<file path="config.mk">
export PLATFORM = sky130hd
export DESIGN_NAME = regfile_dump_unit
export DESIGN_NICKNAME = d
export VERILOG_FILES = /design/src/rtl/regfile_dump_unit_pkg.sv /design/src/rtl/regfile_dump_unit_halt_detector.sv /design/src/rtl/regfile_dump_unit.sv
export SDC_FILE = /design/constraint.sdc
export NUM_CORES = 1
export LEC_CHECK = 0
export CORE_UTILIZATION = 50
export CTS_CLUSTER_SIZE = 28
export DETAILED_ROUTE_END_ITERATION = 10
export GPL_ROUTABILITY_DRIVEN = 0
export PLACE_DENSITY = 0.95
export REMOVE_ABC_BUFFERS = 1
export SYNTH_ARGS = -nofsm -noshare
export SYNTH_HDL_FRONTEND = slang
export SYNTH_HIERARCHICAL = 1
export SYNTH_SLANG_ARGS = --single-unit
</file>
<file path="constraint.sdc">
create_clock -name clk -period 5.8 [get_ports clk]
set_input_delay 1.16 -clock clk [delete_from_list [all_inputs] [get_ports clk]]
set_output_delay 1.16 -clock clk [all_outputs]
set_load 0.005 [all_outputs]
</file>
<file path="src/rtl/regfile_dump_unit_pkg.sv">
// mips_dbg_pkg: shared definitions for the register-file dump debug stage.
//   - default build constants (register count, widths, halt threshold)
//   - dump FSM state encoding
//   - packed dump beat {idx, data, last} at the default widths
package mips_dbg_pkg;

  localparam int unsigned DEF_NUM_REGS    = 32;
  localparam int unsigned DEF_ADDR_W      = 5;
  localparam int unsigned DEF_DATA_W      = 32;
  localparam int unsigned DEF_PC_W        = 32;
  localparam int unsigned DEF_HALT_CYCLES = 4;

  typedef enum logic [1:0] {
    IDLE  = 2'd0,
    WATCH = 2'd1,
    DUMP  = 2'd2,
    DONE  = 2'd3
  } dump_state_e;

  typedef struct packed {
    logic [DEF_ADDR_W-1:0] idx;
    logic [DEF_DATA_W-1:0] data;
    logic                  last;
  } dump_beat_t;

endpackage

</file>
<file path="src/rtl/regfile_dump_unit_halt_detector.sv">
// halt_detector: flags a branch/jump-to-self by counting consecutive clock
// edges on which the core PC is unchanged.
//   clk, rst_n    : clock, asynchronous active-low reset
//   i_watch       : counting enabled; when low the count is cleared
//   i_pc          : core PC
//   o_halt_pulse  : high in the cycle whose edge takes the count to
//                   HALT_CYCLES (combinational, one cycle wide)
module halt_detector
  import mips_dbg_pkg::*;
#(
  parameter int unsigned PC_W        = DEF_PC_W,
  parameter int unsigned HALT_CYCLES = DEF_HALT_CYCLES
) (
  input  logic            clk,
  input  logic            rst_n,
  input  logic            i_watch,
  input  logic [PC_W-1:0] i_pc,
  output logic            o_halt_pulse
);

  localparam int unsigned     CNT_W = $clog2(HALT_CYCLES + 1);
  localparam logic [CNT_W-1:0] THR_M1 = CNT_W'(HALT_CYCLES - 1);

  logic [PC_W-1:0]  r_pc_prev;
  logic [CNT_W-1:0] r_count;
  logic             w_match;

  assign w_match      = (i_pc == r_pc_prev);
  assign o_halt_pulse = i_watch && w_match && (r_count == THR_M1);

  // pc_prev tracks the PC every cycle, so entering WATCH starts from the
  // PC seen on the arming edge.
  always_ff @(posedge clk or negedge rst_n) begin
    if (!rst_n) begin
      r_pc_prev <= '0;
      r_count   <= '0;
    end else begin
      r_pc_prev <= i_pc;
      if (i_watch && w_match) r_count <= r_count + 1'b1;
      else                    r_count <= '0;
    end
  end

endmodule

</file>
<file path="src/rtl/regfile_dump_unit.sv">
// regfile_dump_unit: end-of-program register-file dump for the MIPS core.
// Detects a PC held constant for HALT_CYCLES edges, captures the PC, then
// streams one {index, data} beat per register over valid/ready.
//   clk, rst_n  : clock, asynchronous active-low reset
//   arm         : enables halt watching (ignored during a dump)
//   pc_in       : core PC
//   rf_raddr    : register-file read address (combinational)
//   rf_rdata    : register-file read data, same cycle as rf_raddr
//   dump_valid/dump_ready/dump_idx/dump_data/dump_last : beat stream
//   halted, done: sticky status, cleared on return to IDLE
//   pc_final    : PC captured at halt detection
module regfile_dump_unit
  import mips_dbg_pkg::*;
#(
  parameter int unsigned NUM_REGS    = DEF_NUM_REGS,
  parameter int unsigned ADDR_W      = DEF_ADDR_W,
  parameter int unsigned DATA_W      = DEF_DATA_W,
  parameter int unsigned PC_W        = DEF_PC_W,
  parameter int unsigned HALT_CYCLES = DEF_HALT_CYCLES
) (
  input  logic              clk,
  input  logic              rst_n,
  input  logic              arm,
  input  logic [PC_W-1:0]   pc_in,
  output logic [ADDR_W-1:0] rf_raddr,
  input  logic [DATA_W-1:0] rf_rdata,
  output logic              dump_valid,
  input  logic              dump_ready,
  output logic [ADDR_W-1:0] dump_idx,
  output logic [DATA_W-1:0] dump_data,
  output logic              dump_last,
  output logic              halted,
  output logic              done,
  output logic [PC_W-1:0]   pc_final
);

  localparam logic [ADDR_W-1:0] LAST_IDX = ADDR_W'(NUM_REGS - 1);

  dump_state_e       r_state;
  logic [ADDR_W-1:0] r_next_idx;
  logic              r_issued_all;
  logic              r_valid;
  logic [ADDR_W-1:0] r_idx;
  logic [DATA_W-1:0] r_data;
  logic              r_last;
  logic              r_halted;
  logic              r_done;
  logic [PC_W-1:0]   r_pc_final;

  logic w_watch;
  logic w_halt;
  logic w_load;
  logic w_load_last;

  assign w_watch = (r_state == WATCH) && arm;

  halt_detector #(
    .PC_W        (PC_W),
    .HALT_CYCLES (HALT_CYCLES)
  ) u_halt_det (
    .clk          (clk),
    .rst_n        (rst_n),
    .i_watch      (w_watch),
    .i_pc         (pc_in),
    .o_halt_pulse (w_halt)
  );

  // next_idx is held at 0 outside DUMP, so the RF already presents
  // register 0 on the halt edge and beat 0 is loaded there; this makes the
  // first beat valid in the first DUMP cycle.
  assign rf_raddr    = r_next_idx;
  assign w_load_last = (r_next_idx == LAST_IDX);

  always_comb begin
    w_load = 1'b0;
    if (!r_issued_all) begin
      case (r_state)
        WATCH:   w_load = w_halt;
        DUMP:    w_load = !r_valid || dump_ready;
        default: w_load = 1'b0;
      endcase
    end
  end

  always_ff @(posedge clk or negedge rst_n) begin
    if (!rst_n) begin
      r_state      <= IDLE;
      r_next_idx   <= '0;
      r_issued_all <= 1'b0;
      r_valid      <= 1'b0;
      r_idx        <= '0;
      r_data       <= '0;
      r_last       <= 1'b0;
      r_halted     <= 1'b0;
      r_done       <= 1'b0;
      r_pc_final   <= '0;
    end else begin
      case (r_state)
        IDLE: begin
          r_halted     <= 1'b0;
          r_done       <= 1'b0;
          r_next_idx   <= '0;
          r_issued_all <= 1'b0;
          if (arm) r_state <= WATCH;
        end
        WATCH: begin
          if (!arm) begin
            r_state <= IDLE;
          end else if (w_halt) begin
            r_halted   <= 1'b1;
            r_pc_final <= pc_in;
            r_state    <= DUMP;
          end
        end
        DUMP: begin
          if (r_valid && dump_ready && r_last) begin
            r_valid <= 1'b0;
            r_done  <= 1'b1;
            r_state <= DONE;
          end
        end
        DONE: begin
          if (!arm) begin
            r_halted <= 1'b0;
            r_done   <= 1'b0;
            r_state  <= IDLE;
          end
        end
        default: r_state <= IDLE;
      endcase

      // Output register load; the final load sets issued_all instead of
      // wrapping next_idx.
      if (w_load) begin
        r_valid <= 1'b1;
        r_idx   <= r_next_idx;
        r_data  <= rf_rdata;
        r_last  <= w_load_last;
        if (w_load_last) r_issued_all <= 1'b1;
        else             r_next_idx   <= r_next_idx + 1'b1;
      end
    end
  end

  assign dump_valid = r_valid;
  assign dump_idx   = r_idx;
  assign dump_data  = r_data;
  assign dump_last  = r_last;
  assign halted     = r_halted;
  assign done       = r_done;
  assign pc_final   = r_pc_final;

endmodule

</file>
==> results.md, run 1 <==
- Outcome: completed
- Clock tree skew after final layout: 13.4 ps
- Vias post-DR: 3157
- Antenna diodes: 0
- Net total in the final layout: 551
- Dominant combinational cell family by area after synthesis: multiplexers
- Synth cell types: 41
- Antenna violations before repair: 0
- Final wirelength: 10900 um
- Area taken by flip-flops and latches: 2900 sq um
- Unrepaired setup endpoints after global routing: false
- CTS tree: done
- Achievable Freq: 0.254 GHz
- Main area contributors after synthesis: sky130_fd_sc_hd__dfrtp_1 (62%), sky130_fd_sc_hd__mux2_2 (17%), sky130_fd_sc_hd__xor2_1 (4.5%)
- Site row count: 34
- Number of max-slew violations in the final report: 0
- Post-Route Utilization: 76.8%
- Crit Path Max Fanout: 40
- All-Layer GR Usage: 25.1%
- Worst slew margin: 42.4%
- Number of instances resized during post-cts repair: 0
- Kind of end point of the critical path: flip-flop
- Non-filler cells in the finished layout: 594
- Data arrival time of the critical path: 4320 ps
- Final-layout setup total negative slack: 0 ps
- Highest-count cells in the layout ignoring fill and taps: sky130_fd_sc_hd__clkdlybuf4s50_1 (144), sky130_fd_sc_hd__dfrtp_1 (116), sky130_fd_sc_hd__mux2_2 (71), sky130_fd_sc_hd__xor2_1 (24), sky130_fd_sc_hd__clkbuf_16 (16)
- Number of max-cap violations: 0
- Core area: 8890 sq um
- Final Instance Area: 6820 sq um
- Placed cell area: 6230 sq um
- Area growth from synthesis to layout: 46.3%
- Port Buffers: 145
- Initial Util: 52.4%
- Worst Path Class, Setup: in2reg
- Area of the die: 9720 sq um
- Hold bufs inserted after CTS: 0
- Worst-Margin Slew: 864 ps
- Share of synthesized area occupied by flip-flops and latches: 62.2%
- Worst min path class: reg2reg
- Via count normalized by instance count: 5.31
- Parity-gate share of the synthesized area counting xor and xnor cells: 4.88%
- Total congestion overflow: 0
- Clock latency at the later pin of the worst-skew pair: 510 ps
- DIE HEIGHT: 98.6 um
- Floorplan die width: 98.6 um
- Drt first pass iters: 4
- Adder-cell area share of the yosys netlist: 2.68%
- Residual DRC count: 0
- Root buffer cell: sky130_fd_sc_hd__clkbuf_8
- H-tree Lvls: 4
- Share of post-route cells with drive strength above 1: 24.1%
- Total I/O pin count: 146
- Count of clock tree sinks: 116
- Clock-pin slew of the registers on the worst-case setup and hold paths: 60 ps
- Total setup buffers inserted after CTS: 0
- Vias in the first global route: 3619
- Wire per inst: 18.4 um
- Final cycle utilization of the critical path: 67.8%
- Leakage dissipation: 3.02 nW
- Type of origin of the critical path: input pin
- Detailed placer's ending HPWL: 7270 um
- Cell taking the most area after synthesis: sky130_fd_sc_hd__dfrtp_1
- Number of design-rule violations left by the first detailed-router iteration: 106
- Maximum number of pins on one net before global-route repair: 71
- P per Cell Area: 397 nW/um^2
- Max clock buf depth: 2
- Required arrival time at the worst endpoint: 6190 ps
- Share of synthesized cell area in and, or, nand and nor gates: 6.47%
- Largest vdd supply drop: 0.000307 V
- Number of nets with antenna violations after detailed routing: 0
- Setup Viol. Count Final: 0
- Post-synthesis instance area: 4660 sq um
- Multiplexer fraction of the synthesized cell area: 17.8%
- Wire length of the first global-routing pass: 18400 um
- Most common library cell in the layout ignoring fill and taps: sky130_fd_sc_hd__clkdlybuf4s50_1
- Filler Cell Count: 514
- Period minus WS final: 3930 ps
- Gate count of the mapped netlist: 314
- Number of clock buffers inserted by TritonCTS: 17
- Total area of multi-input combinational cells: 1680 sq um
- Register bit total from synthesis: 116
- Post-synthesis compound-gate area fraction: 3.94%
- Syn Area/Cell: 14.9 sq um
- Final-report hold violation count: 0
- Total of warnings raised by yosys: 6
- Top-area cell type share of the netlist area: 62.2%
- Number of placed cells counting well taps: 562
kinds of logic (layout without fill, tap and decap cells):
| group | after synthesis | after routing |
|---|---|---|
| AOI/OAI and AO/OA | 22 | 22 |
| xor gates and xnor gates | 26 | 26 |
| adders and majority gates | 10 | 10 |
| buffers and inverters | 19 | 191 |
| DFF | 116 | 116 |
| muxes | 74 | 74 |
| and+or+nand+nor | 47 | 47 |
where the power goes:
group | internal, mW | leakage [nW] | switching (mW)
Combinational | 0.390 | 1.28 | 0.243
Sequential | 0.948 | 1.46 | 0.0853
Clock | 0.657 | 0.281 | 0.388
Total | 1.99 | 3.02 | 0.716
through the flow:
stage	hold slack [ps]	worst slack, ps	power (mW)
finish	496	1870	2.71
global route	524	1610	2.83
CTS	501	1900	2.73
detailed placement	491	1410	1.67
global placement	470	1500	1.63
floorplan	483	1810	1.28
Yosys cell counts:
cell / n
sky130_fd_sc_hd__and2b_4: 1
sky130_fd_sc_hd__a221oi_2: 1
sky130_fd_sc_hd__ha_1: 10
sky130_fd_sc_hd__mux2_1: 2
sky130_fd_sc_hd__nor4_2: 2
sky130_fd_sc_hd__xor2_1: 24
sky130_fd_sc_hd__or4_1: 1
sky130_fd_sc_hd__nand4b_1: 2
sky130_fd_sc_hd__buf_4: 4
sky130_fd_sc_hd__mux2_2: 71
sky130_fd_sc_hd__a21o_1: 1
sky130_fd_sc_hd__a2111oi_4: 1
sky130_fd_sc_hd__nand4_1: 4
sky130_fd_sc_hd__buf_2: 3
sky130_fd_sc_hd__nand2b_1: 5
sky130_fd_sc_hd__and2_1: 1
sky130_fd_sc_hd__nand2_1: 2
sky130_fd_sc_hd__xnor2_1: 2
sky130_fd_sc_hd__o21a_4: 1
sky130_fd_sc_hd__o221ai_1: 1
sky130_fd_sc_hd__inv_2: 1
sky130_fd_sc_hd__a21oi_1: 4
sky130_fd_sc_hd__nor4_1: 7
sky130_fd_sc_hd__a31oi_1: 3
sky130_fd_sc_hd__nand3_1: 3
sky130_fd_sc_hd__a22o_1: 1
sky130_fd_sc_hd__o2111a_1: 1
sky130_fd_sc_hd__nor2b_1: 6
sky130_fd_sc_hd__a31o_2: 2
sky130_fd_sc_hd__o31a_1: 1
sky130_fd_sc_hd__o21ai_0: 5
sky130_fd_sc_hd__nor2_1: 4
sky130_fd_sc_hd__nor3_1: 3
sky130_fd_sc_hd__or2b_1: 1
sky130_fd_sc_hd__and4b_1: 1
sky130_fd_sc_hd__dfrtp_1: 116
sky130_fd_sc_hd__and3_1: 2
sky130_fd_sc_hd__nor2_2: 1
sky130_fd_sc_hd__inv_1: 11
sky130_fd_sc_hd__nor4b_1: 1
sky130_fd_sc_hd__mux2i_1: 1
flip-flops by register name, summed over array words and instances, names as in the netlist, named ones only:
name / cells
dump_data: 32
pc_final: 32
u_halt_det/r_pc_prev: 32
dump_idx: 5
rf_raddr: 5
u_halt_det/r_count: 3
done: 1
dump_last: 1
dump_valid: 1
halted: 1
r_issued_all: 1
r_state: 1
path summary, 6_finish.rpt:
path | slack [ps] | to | startpoint | cells past startpoint
max | 1870 | dump_data[20] | pc_in[6] | 10
min | 500 | dump_data[24] | dump_data[24] | 1
max reg2reg | 2450 | dump_data[20] | flip-flop | 11
min reg2reg | 500 | dump_data[24] | dump_data[24] | 1
max in group asynchronous | 3840 | u_halt_det/r_pc_prev[0] | rst_n | 2
min in group asynchronous | 660 | dump_data[30] | rst_n | 1
layout make-up:
cell class | count | share of cell area [%]
multi-input combinational | 179 | 24.6
clock buffer | 17 | 6.07
clock inverter | 15 | 2.68
inverter | 12 | 0.660
timing repair buffer | 147 | 21.5
sequential | 116 | 42.5
tap | 108 | 1.98
routing by layer:
metal,part of all wire (%),GRT usage [%]
met4,2.2,11.3
met2,53,43.7
met1,39,28.5
met5,0,0
met3,5.6,7.80
worst max-delay path: stages:
cell and delay (ps):
sky130_fd_sc_hd__clkdlybuf4s50_1 470, sky130_fd_sc_hd__xor2_1 170, sky130_fd_sc_hd__nor4_1 310, sky130_fd_sc_hd__nand4_1 260, sky130_fd_sc_hd__nor4_1 550, sky130_fd_sc_hd__nand2_1 230
sky130_fd_sc_hd__o21a_4 200, sky130_fd_sc_hd__nor2_4 90, sky130_fd_sc_hd__buf_4 420, sky130_fd_sc_hd__mux2_2 410
No activity file was read; power rests on OpenSTA's default activity.
==> run 2: changes to the inputs <==
CORE_UTILIZATION = 42   (was 50)
PLACE_DENSITY = 0.86   (was 0.95)
clock period = 3.55 ns   (was 5.8 ns; I/O delays follow)
==> run 2 against run 1 <==
Compared with the run above:
- critical path depth rose by 1
- first-iteration DRC count down 34%
- final cell count increased by 5.7%
- hold slack worse by 230 ps
- wire length fell by 6.9%
- largest cell class unchanged
- clock power increased by 46%
- worst setup slack got worse by 1400 ps
- die area up 19%
==> results.md, run 2 (same netlist as run 1, synthesis figures left out) <==
- Number of clock buffers inserted by TritonCTS: 17
- Endpoint of the worst setup timing path: dump_data[5]
- Final-report hold violation count: 0
- Setup slack on the worst flop-to-flop path: 670 ps
- Internal power: 3.14 mW
- Residual DRC count: 0
- CTS tree: done
- Crit Path Max Fanout: 40
- Worst Path Class, Setup: in2reg
- Critical-path top delay cell: sky130_fd_sc_hd__clkdlybuf4s50_1
- Category of cells accounting for the largest share of critical-path delay: simple AND/OR/NAND/NOR gates
- Detailed placer's ending HPWL: 7220 um
- H-tree Lvls: 4
- CP startpoint: pc_in[5]
- Share of power burned in combinational logic: 24.2%
- Type of origin of the critical path: input pin
- Number of design-rule violations left by the first detailed-router iteration: 70
- Clock group share of total power: 36.0%
- Final Instance Area: 6870 sq um
- Area growth from synthesis to layout: 47.2%
- Final wirelength: 10200 um
- Post-Route Utilization: 63.3%
- Crit-path cells: clkdlybuf4s50_1 -> xor2_1 -> nor4_1 -> nand4_1 -> nor4_1 -> buf_4 -> nand2_1 -> o21a_4 -> nor2_4 -> buf_12 -> mux2_2
- Number of nets with antenna violations after detailed routing: 0
- Largest vdd supply drop: 0.000467 V
- Via count normalized by instance count: 4.93
- Achievable Freq: 0.328 GHz
- Area of the die: 11500 sq um
- Clock tree skew after final layout: 11.0 ps
- Root buffer cell: sky130_fd_sc_hd__clkbuf_8
- Net total in the final layout: 555
- Outcome: completed
- Floorplan die width: 107 um
- Clock-pin slew of the registers on the worst-case setup and hold paths: 60 ps
- Worst-Margin Slew: 741 ps
- Number of max-slew violations in the final report: 0
- Wire per inst: 16.2 um
- Switching Power: 1.08 mW
- All-Layer GR Usage: 19.1%
- Maximum number of pins on one net before global-route repair: 61
- Placed cell area: 6330 sq um
- Worst min path class: in2async
- Wire length of the first global-routing pass: 16600 um
- Hold bufs inserted after CTS: 0
- Period minus WS final: 3050 ps
- Kind of end point of the critical path: flip-flop
- Vias post-DR: 3094
- Fraction of power spent switching nets: 25.7%
- Number of instances resized during post-cts repair: 0
- Number of max-cap violations: 0
- Core area: 10800 sq um
- Antenna violations before repair: 0
- Unrepaired setup endpoints after global routing: false
- Count of clock tree sinks: 116
- Worst slew margin: 50.6%
- Cells on worst reg2reg path: 12
- Worst reg2reg endpoint: dump_data[5]
- Worst hold margin: 263 ps
- P per Cell Area: 615 nW/um^2
- Total congestion overflow: 0
- Slowest stage delay, CP: 460 ps
- Port Buffers: 145
- Data arrival time of the critical path: 3430 ps
- Total setup buffers inserted after CTS: 0
- Most common library cell in the layout ignoring fill and taps: sky130_fd_sc_hd__clkdlybuf4s50_1
- Antenna diodes: 0
- Site row count: 38
- Share of post-route cells with drive strength above 1: 24.2%
- Setup Viol. Count Final: 0
- Combined buffer and inverter count along the critical path: 3
- Drt first pass iters: 4
- Total I/O pin count: 146
- Vias in the first global route: 3427
- Initial Util: 43.0%
- Library cell appearing most often on the critical path: sky130_fd_sc_hd__nor4_1
- Instance count on the critical path: 11
- Clock latency at the later pin of the worst-skew pair: 510 ps
- Part of the power in registers: 39.8%
- Required arrival time at the worst endpoint: 3940 ps
- Highest-count cells in the layout ignoring fill and taps: sky130_fd_sc_hd__clkdlybuf4s50_1 (144), sky130_fd_sc_hd__dfrtp_1 (116), sky130_fd_sc_hd__mux2_2 (71), sky130_fd_sc_hd__xor2_1 (24), sky130_fd_sc_hd__clkbuf_16 (16)
- Max clock buf depth: 2
- DIE HEIGHT: 107 um
- Final cycle utilization of the critical path: 85.8%
- Leakage dissipation: 3.03 nW
## run 2: cell types whose count changed in the layout (fill, tap and decap cells not counted)
cell / delta
sky130_fd_sc_hd__clkbuf_1: +1
sky130_fd_sc_hd__clkbuf_8: +2
sky130_fd_sc_hd__bufinv_16: -2
sky130_fd_sc_hd__clkinv_4: -4
sky130_fd_sc_hd__clkinv_2: +3
sky130_fd_sc_hd__buf_4: +1
sky130_fd_sc_hd__inv_6: -2
sky130_fd_sc_hd__buf_12: +3
## run 2: layout make-up
class | count | area [sq um]
tap | 140 | 175
multi-input combinational | 179 | 1680
fill | 826 | 3980
sequential | 116 | 2900
clock buffer | 20 | 445
timing repair buffer | 151 | 1530
inverter | 12 | 45.0
clock inverter | 10 | 85.1
## run 2: per-layer routing
layer,track usage (%),part of all wire (%)
met1,22.0,41
met2,33.0,53
met3,7.02,5.3
met4,5.97,0.40
met5,0,0
## run 2: power groups by stage
stage,registers (mW),logic (mW),clock network [mW]
after CTS,1.68,1.04,1.55
after global placement,1.68,0.987,0
after floorplan,1.70,0.391,0
final,1.68,1.02,1.52
after detailed placement,1.70,1.03,0
after global routing,1.70,1.11,1.61
## run 2: how the worst min path moves through the flow
stage                              from            end  slack (ps)
after floorplan                   rst_n      async pin         410
after global placement    dump_data[25]  dump_data[25]         470
after detailed placement  dump_data[24]  dump_data[24]         480
after CTS                         rst_n  dump_data[11]         280
after global routing              rst_n  dump_data[11]         310
final                             rst_n  dump_data[24]         260
## run 2: through the flow
step / TNS (ps) / instances / setup WS (ps) / power, mW
4_1_cts: 0 / 628 / 466 / 4.27
3_3_place_gp: -1270 / 598 / -37.1 / 2.67
5_1_grt: 0 / 628 / 253 / 4.42
3_5_place_dp: -1660 / 598 / -59.6 / 2.73
6_report: 0 / 628 / 503 / 4.22
2_1_floorplan: 0 / 307 / 13.5 / 2.09
## run 2: worst register-to-register path: stages (launching register included)
cell                       delay [ps]
sky130_fd_sc_hd__dfrtp_1          440
sky130_fd_sc_hd__inv_1            130
sky130_fd_sc_hd__ha_1             270
sky130_fd_sc_hd__and2_1           180
sky130_fd_sc_hd__o2111a_1         290
sky130_fd_sc_hd__nand4_1          130
sky130_fd_sc_hd__nor4_1           200
sky130_fd_sc_hd__buf_4            160
sky130_fd_sc_hd__nand2_1           70
sky130_fd_sc_hd__o21a_4           150
sky130_fd_sc_hd__nor2_4           120
sky130_fd_sc_hd__buf_12           230
sky130_fd_sc_hd__mux2_2           390
